## src/rtl/palette_cmd_sequencer.sv

```systemverilog
// Palette/display command sequencer: turns one request into 1..3 registered command words.
// Optional build macro PALSEQ_SKIP_SEL_EN skips the palette-select command when the palette is already selected.
module palette_cmd_sequencer (
  input  logic        clk,
  input  logic        rst,
  input  logic        req_valid,
  output logic        req_ready,
  input  logic [1:0]  req_kind,
  input  logic [2:0]  req_pal,
  input  logic [19:0] req_colors,
  input  logic [6:0]  req_delta,
  input  logic        cmd_hold,
  output logic [23:0] cmd_out,
  output logic        cmd_start,
  output logic        done
);

  typedef enum logic [2:0] {IDLE, SEL, C12, C34, ONE} state_t;

  state_t      state_q, state_d;
  logic [23:0] cmd_out_q, cmd_out_d;
  logic        cmd_start_q, cmd_start_d;
  logic        done_q, done_d;
  logic [1:0]  kind_q, kind_d;
  logic [2:0]  pal_q, pal_d;
  logic [19:0] colors_q, colors_d;
  logic [6:0]  delta_q, delta_d;
  logic        accept;
  logic        skip_hit;

  function automatic logic [23:0] sel_word(input logic [2:0] pal);
    return {8'd3, 13'd0, pal};
  endfunction

  function automatic logic [23:0] c12_word(input logic [19:0] colors);
    return {8'd4, 6'd0, colors[9:0]};
  endfunction

  function automatic logic [23:0] c34_word(input logic [19:0] colors);
    return {8'd5, 6'd0, colors[19:10]};
  endfunction

  function automatic logic [23:0] one_word(input logic [1:0] kind, input logic [6:0] delta);
    case (kind)
      2'd1:    return {8'd1, 9'd0, delta};
      2'd2:    return {8'd2, 11'd0, delta[4:0]};
      default: return {8'd36, 16'h0000};
    endcase
  endfunction

  // Ready stays low through the done cycle so back-to-back requests get an idle gap.
  assign req_ready = (state_q == IDLE) && !done_q;
  assign accept    = req_valid && req_ready;

`ifdef PALSEQ_SKIP_SEL_EN
  logic [2:0] shadow_pal_q;
  logic       shadow_vld_q;
  logic       shadow_wr;
  logic [2:0] shadow_wr_pal;

  assign skip_hit = shadow_vld_q && (req_pal == shadow_pal_q);

  always_ff @(posedge clk or posedge rst) begin
    if (rst) begin
      shadow_pal_q <= 3'd0;
      shadow_vld_q <= 1'b0;
    end else if (shadow_wr) begin
      shadow_pal_q <= shadow_wr_pal;
      shadow_vld_q <= 1'b1;
    end
  end
`else
  assign skip_hit = 1'b0;
`endif

  // The first command is built straight from the request inputs so it lands one cycle after accept.
  always_comb begin
    state_d     = state_q;
    cmd_out_d   = cmd_out_q;
    cmd_start_d = 1'b0;
    done_d      = 1'b0;
    kind_d      = kind_q;
    pal_d       = pal_q;
    colors_d    = colors_q;
    delta_d     = delta_q;
`ifdef PALSEQ_SKIP_SEL_EN
    shadow_wr     = 1'b0;
    shadow_wr_pal = pal_q;
`endif
    case (state_q)
      IDLE: begin
        if (accept) begin
          kind_d   = req_kind;
          pal_d    = req_pal;
          colors_d = req_colors;
          delta_d  = req_delta;
          if (req_kind == 2'd0) begin
            if (skip_hit) begin
              state_d = C12;
              if (!cmd_hold) begin
                cmd_out_d   = c12_word(req_colors);
                cmd_start_d = 1'b1;
                state_d     = C34;
              end
            end else begin
              state_d = SEL;
              if (!cmd_hold) begin
                cmd_out_d   = sel_word(req_pal);
                cmd_start_d = 1'b1;
                state_d     = C12;
`ifdef PALSEQ_SKIP_SEL_EN
                shadow_wr     = 1'b1;
                shadow_wr_pal = req_pal;
`endif
              end
            end
          end else begin
            state_d = ONE;
            if (!cmd_hold) begin
              cmd_out_d   = one_word(req_kind, req_delta);
              cmd_start_d = 1'b1;
              done_d      = 1'b1;
              state_d     = IDLE;
            end
          end
        end
      end
      SEL: if (!cmd_hold) begin
        cmd_out_d   = sel_word(pal_q);
        cmd_start_d = 1'b1;
        state_d     = C12;
`ifdef PALSEQ_SKIP_SEL_EN
        shadow_wr     = 1'b1;
        shadow_wr_pal = pal_q;
`endif
      end
      C12: if (!cmd_hold) begin
        cmd_out_d   = c12_word(colors_q);
        cmd_start_d = 1'b1;
        state_d     = C34;
      end
      C34: if (!cmd_hold) begin
        cmd_out_d   = c34_word(colors_q);
        cmd_start_d = 1'b1;
        done_d      = 1'b1;
        state_d     = IDLE;
      end
      ONE: if (!cmd_hold) begin
        cmd_out_d   = one_word(kind_q, delta_q);
        cmd_start_d = 1'b1;
        done_d      = 1'b1;
        state_d     = IDLE;
      end
      default: state_d = IDLE;
    endcase
  end

  always_ff @(posedge clk or posedge rst) begin
    if (rst) begin
      state_q     <= IDLE;
      cmd_out_q   <= 24'h0;
      cmd_start_q <= 1'b0;
      done_q      <= 1'b0;
      kind_q      <= 2'd0;
      pal_q       <= 3'd0;
      colors_q    <= 20'd0;
      delta_q     <= 7'd0;
    end else begin
      state_q     <= state_d;
      cmd_out_q   <= cmd_out_d;
      cmd_start_q <= cmd_start_d;
      done_q      <= done_d;
      kind_q      <= kind_d;
      pal_q       <= pal_d;
      colors_q    <= colors_d;
      delta_q     <= delta_d;
    end
  end

  assign cmd_out   = cmd_out_q;
  assign cmd_start = cmd_start_q;
  assign done      = done_q;

endmodule

```

## config.mk

```make
export PLATFORM = sky130hd
export DESIGN_NAME = palette_cmd_sequencer
export DESIGN_NICKNAME = d
export VERILOG_FILES = /design/src/rtl/palette_cmd_sequencer.sv
export SDC_FILE = /design/constraint.sdc
export NUM_CORES = 1
export LEC_CHECK = 0
export BUFFER_PORTS_ARGS = -buffer_cell sky130_fd_sc_hd__buf_2
export CAP_MARGIN = 20
export CELL_PAD_IN_SITES_DETAIL_PLACEMENT = 1
export CELL_PAD_IN_SITES_GLOBAL_PLACEMENT = 2
export CORE_MARGIN = 10
export CORE_UTILIZATION = 31
export DETAILED_ROUTE_END_ITERATION = 10
export PLACE_DENSITY = 0.76
export SKIP_LAST_GASP = 1
export SLEW_MARGIN = 20
export SYNTH_ARGS = -nofsm -noshare
export SYNTH_HDL_FRONTEND = slang
export SYNTH_SLANG_ARGS = --single-unit
```

## constraint.sdc

```tcl
create_clock -name clk -period 1.5 [get_ports clk]
set_input_delay 0.075 -clock clk [delete_from_list [all_inputs] [get_ports clk]]
set_output_delay 0.075 -clock clk [all_outputs]
set_load 0.05 [all_outputs]
```

==> qor.csv, run 1 <==
metric,value,unit
number of placement rows,34,
placed instance count,432,
antenna-violating nets left,0,
"critical path, cell by cell",buf_6 -> or4_1 -> a32oi_1 -> o31ai_1,
Setup WS post-layout,-0.147,ns
Clock Pin Slew Worst Setup and Hold Paths,0.10,ns
H-tree level count,2,
Yosys warnings,0,
power density over the cells,2060,nW/um2
ANT cells,0,
biggest area contributors in the synthesized netlist,"dfrtp_1 (47%), mux2_2 (13%), mux2i_1 (3.7%), buf_4 (3.3%), ha_1 (3.2%)",
CP bufs+invs,1,
data required time of the worst path,1.69,ns
maximum clock rate,0.607,GHz
wire per inst,19.0,um
first-pass GRT wire length,13300,um
number of design-rule violations left by the first detailed-router iteration,116,
Layout Area Growth over Synthesis,47.1,%
floorplan die area,12900,um2
startpoint of the worst register-to-register path,state_q[2],
GP Congestion,0.848,
IO Pins,63,
"Seq/Total Area, Yosys",47.1,%
Internal,4.58,mW
horizontal die dimension,114,um
Setup Crit Path Kind,reg2reg,
maximum ir drop on the vdd rail,0.813,mV
Filler cells,949,
first-pass iteration count of the detailed router,4,
final cycle utilization of the critical path,110,%
port buffer count,52,
area post-placement,3330,um2
cell count of the worst hold path,2,
endpoint of the worst hold-timing path,delta_q[5],
CTS max path bufs,2,
worst setup path startpoint,state_q[2],
outcome,finished with violations,
Max stage delay on crit path,0.55,ns
failing checks,negative setup slack,
starting utilization of the core area,31.4,%
type of element capturing the critical path,register,
combinational group share of total power,58.8,%
static leakage,1.81,nW
Layout Nets,404,
initial antenna violation count,0,
average cell area after synthesis,10.9,um2
clock buffers created by TritonCTS,5,
switching power,3.63,mW
worst reg2reg path depth,4,
DP Worst Slack,-0.199,ns
register share of total power,31.0,%
number of distinct library cells after synthesis,45,
Worst Skew,0.00621,ns
Maximum Capacitance Violations,0,
dominant cell type by area after synthesis,dfrtp_1,
combined area of all synthesized cells,2710,um2
latest clock arrival within the worst-skew pair,0.31,ns
max-slew violation total from the final report,0,
startpoint types,register,
vias,2325,
flop2flop setup slack,-0.15,ns
gr usage total,12.8,%
critical path arrival,1.84,ns
"EDFF count, synth",0,
worst r2r dst,cmd_out[0],
"FF+latch count, synth",51,
largest net degree at the start of global routing,30,
TritonCTS clock tree,yes,
CP Max Fanout,6,
total non-filler cell area in the finished layout,3990,um2
proportion of synthesized flip-flops having asynchronous set or reset,100,%
instance count of the mapped netlist,249,
layout cell share with drive strength beyond 1,50.0,%
"Min Clock Period, post-route",1.65,ns
crit-path leading delay family,simple AND/OR/NAND/NOR gates,
Die Y,114,um
number of setup violations in the final report,39,
overflow left after global routing,0,
Clk pwr share,10.3,%
clock tree root buffer cell,clkbuf_8,
Final Hold Violating Endpoints,0,
flip-flop cell with the highest count after synthesis,dfrtp_1,
RSZ-0062 raised after global routing,yes,
DR vias/cell,4.95,
core area,8640,um2
HPWL Detailed,6250,um
startpoint of the tightest hold check path,req_delta[5],
detailed-route DRC error count,0,
total wire length after detailed routing,8920,um
post-layout instance count excluding filler cells,470,
area fraction of the dominant cell type after synthesis,47.1,%
path class of the lowest-slack min-delay path,in2reg,
cell with the biggest individual delay on the critical path,or4_1,
via count of the first global-routing pass,2493,
Clock Sink Count,51,
net switching fraction of the power,44.2,%
"sum of internal, switching and leakage power",8.21,mW
-- per-stage QoR --
stage	utilization [%]	hold WS, ns	setup TNS (ns)
6_report	46.2	0.0125	-1.85
5_1_grt	46.2	0.00604	-4.00
4_1_cts	43.4	0.00289	-0.607
3_5_place_dp	38.6	0.0725	-4.48
3_3_place_gp	38.6	0.0692	-4.37
2_1_floorplan	-	0.134	0
-- per-layer routing --
metal  global-route usage, %  vias up  routed length, um
li1                        -     1089                  -
met1                    16.2     1175               3980
met2                    21.5       56               4550
met3                    2.31        5                305
met4                    4.15        0                 81
met5                       0        -                  0
-- flip-flops by register name, indices dropped and copies added (netlist names) --
| register | cells |
|---|---|
| kind_q | 2 |
| delta_q | 7 |
| done | 1 |
| colors_q | 20 |
| cmd_start | 1 |
| state_q | 3 |
| cmd_out | 14 |
| pal_q | 3 |
-- power groups by stage --
stage	Clock, mW	Sequential (mW)	Combinational (mW)
floorplan	0	2.97	2.15
global placement	0	2.46	3.84
detailed placement	0	2.50	3.93
CTS	0.870	2.51	4.28
global route	0.921	2.62	5.14
finish	0.843	2.54	4.83
-- synthesized netlist by cell type (3+ instances only) --
master    instances
buf_6             3
o21ai_0          16
a211oi_1          3
dfrtp_1          51
mux2_2           31
mux2i_1          10
buf_4            12
nand2_1          17
buf_2             8
nor2_1           10
nor3b_1           3
nand3_1           5
nor3_1            3
o211ai_1          5
ha_1              7
a21oi_1           6
a31oi_1           5
inv_1            10
nand2b_1          5
o31ai_1           5
-- cell type report --
type                       instances  area [um2]  share of cell area (%)
timing repair buffer             121         936                    23.5
inverter                          11        47.5                    1.19
tap                              108         135                    3.39
clock buffer                       5        68.8                    1.73
multi-input combinational        171        1500                    37.5
clock inverter                     3        23.8                   0.596
sequential                        51        1280                    32.1
-- layout by cell type, fill, tap and decap left out, types with 2 or more instances in the layout --
cell | netlist | routed
buf_4 | 12 | 37
mux2i_1 | 10 | 7
and3_1 | 2 | 2
o31ai_4 | 0 | 5
o21ai_1 | 1 | 2
nor2_2 | 0 | 2
inv_1 | 10 | 8
clkinvlp_4 | 0 | 3
dfrtp_2 | 0 | 4
ha_1 | 7 | 5
o22a_1 | 2 | 2
nor2_1 | 10 | 7
nor3b_1 | 3 | 3
o21a_1 | 2 | 2
o21ai_0 | 16 | 14
conb_1 | 1 | 10
a211oi_1 | 3 | 3
buf_2 | 8 | 51
mux2i_4 | 0 | 2
nor3_2 | 0 | 2
buf_8 | 0 | 2
o211ai_1 | 5 | 5
nand2b_4 | 0 | 2
buf_6 | 3 | 6
dfrtp_1 | 51 | 47
nand2b_1 | 5 | 3
nand2_1 | 17 | 14
mux2_2 | 31 | 30
nor2_4 | 1 | 2
nand2_4 | 0 | 3
a21oi_1 | 6 | 5
a31oi_1 | 5 | 5
clkbuf_8 | 0 | 5
dlygate4sd3_1 | 0 | 20
nand3_1 | 5 | 5
buf_12 | 0 | 4
-- how the worst max path moves through the flow --
| stage | slack [ns] | cells after the start | to |
|---|---|---|---|
| after floorplan | 0.002 | 6 | cmd_out[4] |
| final | -0.15 | 4 | cmd_out[0] |
| after global placement | -0.17 | 4 | cmd_out[6] |
| after global routing | -0.21 | 4 | cmd_out[0] |
| after detailed placement | -0.20 | 4 | cmd_out[5] |
| after CTS | -0.09 | 3 | req_ready |
-- cell families after synthesis --
| group | after synthesis | share of synthesized area [%] |
|---|---|---|
| muxes | 41 | 16.6 |
| DFF | 51 | 47.1 |
| adders and majority gates | 7 | 3.23 |
| buffers and inverters | 36 | 7.85 |
| and+or+nand+nor | 55 | 10.6 |
| AOI/OAI and AO/OA | 58 | 14.5 |
| other | 1 | 0.138 |
-- repair_timing --
| item | 4_1_cts | 5_1_grt |
|---|---|---|
| endpoints found under the hold margin | 31 | 0 |
| setup buffers | 3 | 7 |
| pin swaps | 4 | 11 |
| hold buffers | 20 | 0 |
| endpoints found under the setup margin | 48 | 42 |
| resized for setup | 28 | 31 |
| cloned | 0 | 1 |
(Power assumes the default switching activity.)
==> run 2: changes to the inputs <==
Settings changed: CELL_PAD_IN_SITES_DETAIL_PLACEMENT 1 to default, CELL_PAD_IN_SITES_GLOBAL_PLACEMENT 2 to default, CORE_UTILIZATION 31 to 48, PLACE_DENSITY 0.76 to 0.75.
==> run 2 against run 1 <==
  * The run still ends with negative setup slack left
  * Via count is 0.22% lower
  * Wire length decreased by 17%
  * Hold slack worse by 0.011 ns
  * Sequential cell count unchanged
  * Clock skew is essentially flat
  * Power decreased by 1.1%
  * Sequential power shrank 3%
  * Cell area fell by 5.2%
  * Setup slack gained 0.076 ns
  * Largest power group unchanged
==> qor.csv, run 2 (synthesized netlist as in run 1, its figures left out) <==
metric,value,unit
outcome,finished with violations,
failing checks,negative setup slack,
startpoint types,register,
Final Hold Violating Endpoints,0,
type of element capturing the critical path,register,
gr usage total,15.3,%
number of placement rows,27,
RSZ-0062 raised after global routing,yes,
latest clock arrival within the worst-skew pair,0.31,ns
Setup Crit Path Kind,reg2reg,
"Min Clock Period, post-route",1.57,ns
antenna-violating nets left,0,
routed metal-1 wire length,3160,um
first-pass iteration count of the detailed router,6,
port buffer count,52,
TritonCTS clock tree,yes,
area post-placement,3220,um2
initial antenna violation count,0,
final cycle utilization of the critical path,105,%
Reg with most FFs,colors_q,
number of design-rule violations left by the first detailed-router iteration,138,
maximum clock rate,0.637,GHz
wire length on met3,578,um
layout cell share with drive strength beyond 1,47.7,%
Setup WS post-layout,-0.0707,ns
DR vias/cell,5.50,
transition at the pin with the smallest max-transition slack,0.495,ns
Clock Sink Count,51,
Max Used Layer,met4,
number of setup violations in the final report,37,
ANT cells,0,
total wire length after detailed routing,7430,um
first-pass GRT wire length,11100,um
end-of-flow core utilization,68.7,%
"leading cell type in the layout, fill and taps excluded",buf_2,
"top library cells by usage in the layout, fill and taps aside","buf_2 (51), dfrtp_1 (47), mux2_2 (31), buf_4 (31)",
path class of the lowest-slack min-delay path,in2reg,
vias,2320,
Largest register FFs,20,
Worst Skew,0.00605,ns
H-tree level count,2,
detailed-route DRC error count,0,
max-slew violation total from the final report,0,
power density over the cells,2150,nW/um2
CP Max Fanout,8,
clock tree root buffer cell,clkbuf_8,
Maximum Capacitance Violations,0,
floorplan die area,9050,um2
Clock Pin Slew Worst Setup and Hold Paths,0.10,ns
CTS max path bufs,2,
Layout Area Growth over Synthesis,39.5,%
GP Congestion,0.971,
metal2 WL,3550,um
Sequential cell area,1280,um2
largest net degree at the start of global routing,52,
"sum of internal, switching and leakage power",8.12,mW
core area,5510,um2
horizontal die dimension,95.1,um
starting utilization of the core area,49.2,%
Layout Nets,392,
maximum ir drop on the vdd rail,1.14,mV
data required time of the worst path,1.69,ns
via count of the first global-routing pass,2207,
footprint of the multi-input gates,1400,um2
wire per inst,17.6,um
critical path arrival,1.77,ns
IO Pins,63,
Die Y,95.1,um
static leakage,1.73,nW
Filler cells,396,
headroom to the max-slew limit,66.6,%
total non-filler cell area in the finished layout,3780,um2
HPWL Detailed,5030,um
clock buffers created by TritonCTS,5,
DP Worst Slack,-0.0867,ns
overflow left after global routing,0,
run 2: cell count changes in the layout (fill, tap and decap cells not counted), moves of 2 or more:
cell,change
nand2_2,+2
mux2i_4,-2
o21ai_1,+2
dlygate4sd3_1,-5
buf_4,-6
mux2i_1,+3
o31ai_1,+2
bufinv_16,+2
o31ai_4,-3
nand2_4,-3
run 2: where the power goes:
part | internal [mW] | switching (mW)
sequential | 2.04 | 0.427
combinational | 2.04 | 2.47
clock | 0.665 | 0.469
total | 4.75 | 3.37
run 2: per-layer routing:
| layer | up-vias | track usage [%] |
|---|---|---|
| met5 | - | 0 |
| met4 | 0 | 4.24 |
| met3 | 14 | 2.83 |
| met2 | 116 | 24.8 |
| met1 | 1120 | 20.3 |
| li1 | 1070 | - |
run 2: cell type report:
| class | instances | share of cell area [%] |
|---|---|---|
| Multi-Input combinational cell | 171 | 37.1 |
| Sequential cell | 51 | 33.9 |
| Timing Repair Buffer | 108 | 21.5 |
| Tap cell | 72 | 2.38 |
| Clock buffer | 5 | 1.82 |
| Clock inverter | 3 | 1.79 |
| Inverter | 11 | 1.32 |
| Timing Repair inverter | 1 | 0.132 |
run 2: repair_timing:
item | 4_1_cts | 5_1_grt
gates resized for setup | 15 | 27
pin swaps | 2 | 9
endpoints found under the hold margin | 65 | 0
setup buffers | 4 | 6
setup endpoints to repair | 45 | 46
gates cloned | 0 | 2
hold buffers | 15 | 0
run 2: path summary, 6_finish.rpt:
kind	start	endpoint	slack [ns]	depth (start not counted)
max	state_q[0]	cmd_out[6]	-0.07	5
min	req_colors[1]	colors_q[1]	0.001	2
max reg2reg	state_q[0]	cmd_out[6]	-0.07	5
min reg2reg	cmd_out[9]	cmd_out[9]	0.48	2
max in group asynchronous	rst	state_q[0]	0.89	4
min in group asynchronous	rst	colors_q[7]	0.34	4
run 2: per-stage QoR:
step	setup TNS [ns]	hold WS, ns	instances
2_1_floorplan	0	0.134	258
3_3_place_gp	-0.456	0.138	387
3_5_place_dp	-1.04	0.142	387
4_1_cts	-0.0717	0.00175	414
5_1_grt	-2.95	-0.00194	422
6_report	-1.12	0.00128	422
run 2: worst max-delay path, cell delays in order (launching register included):
cell and delay [ns]:
dfrtp_2 0.47, buf_6 0.16, o21ai_0 0.42, a21oi_1 0.20, nand2_1 0.12, a31oi_1 0.09
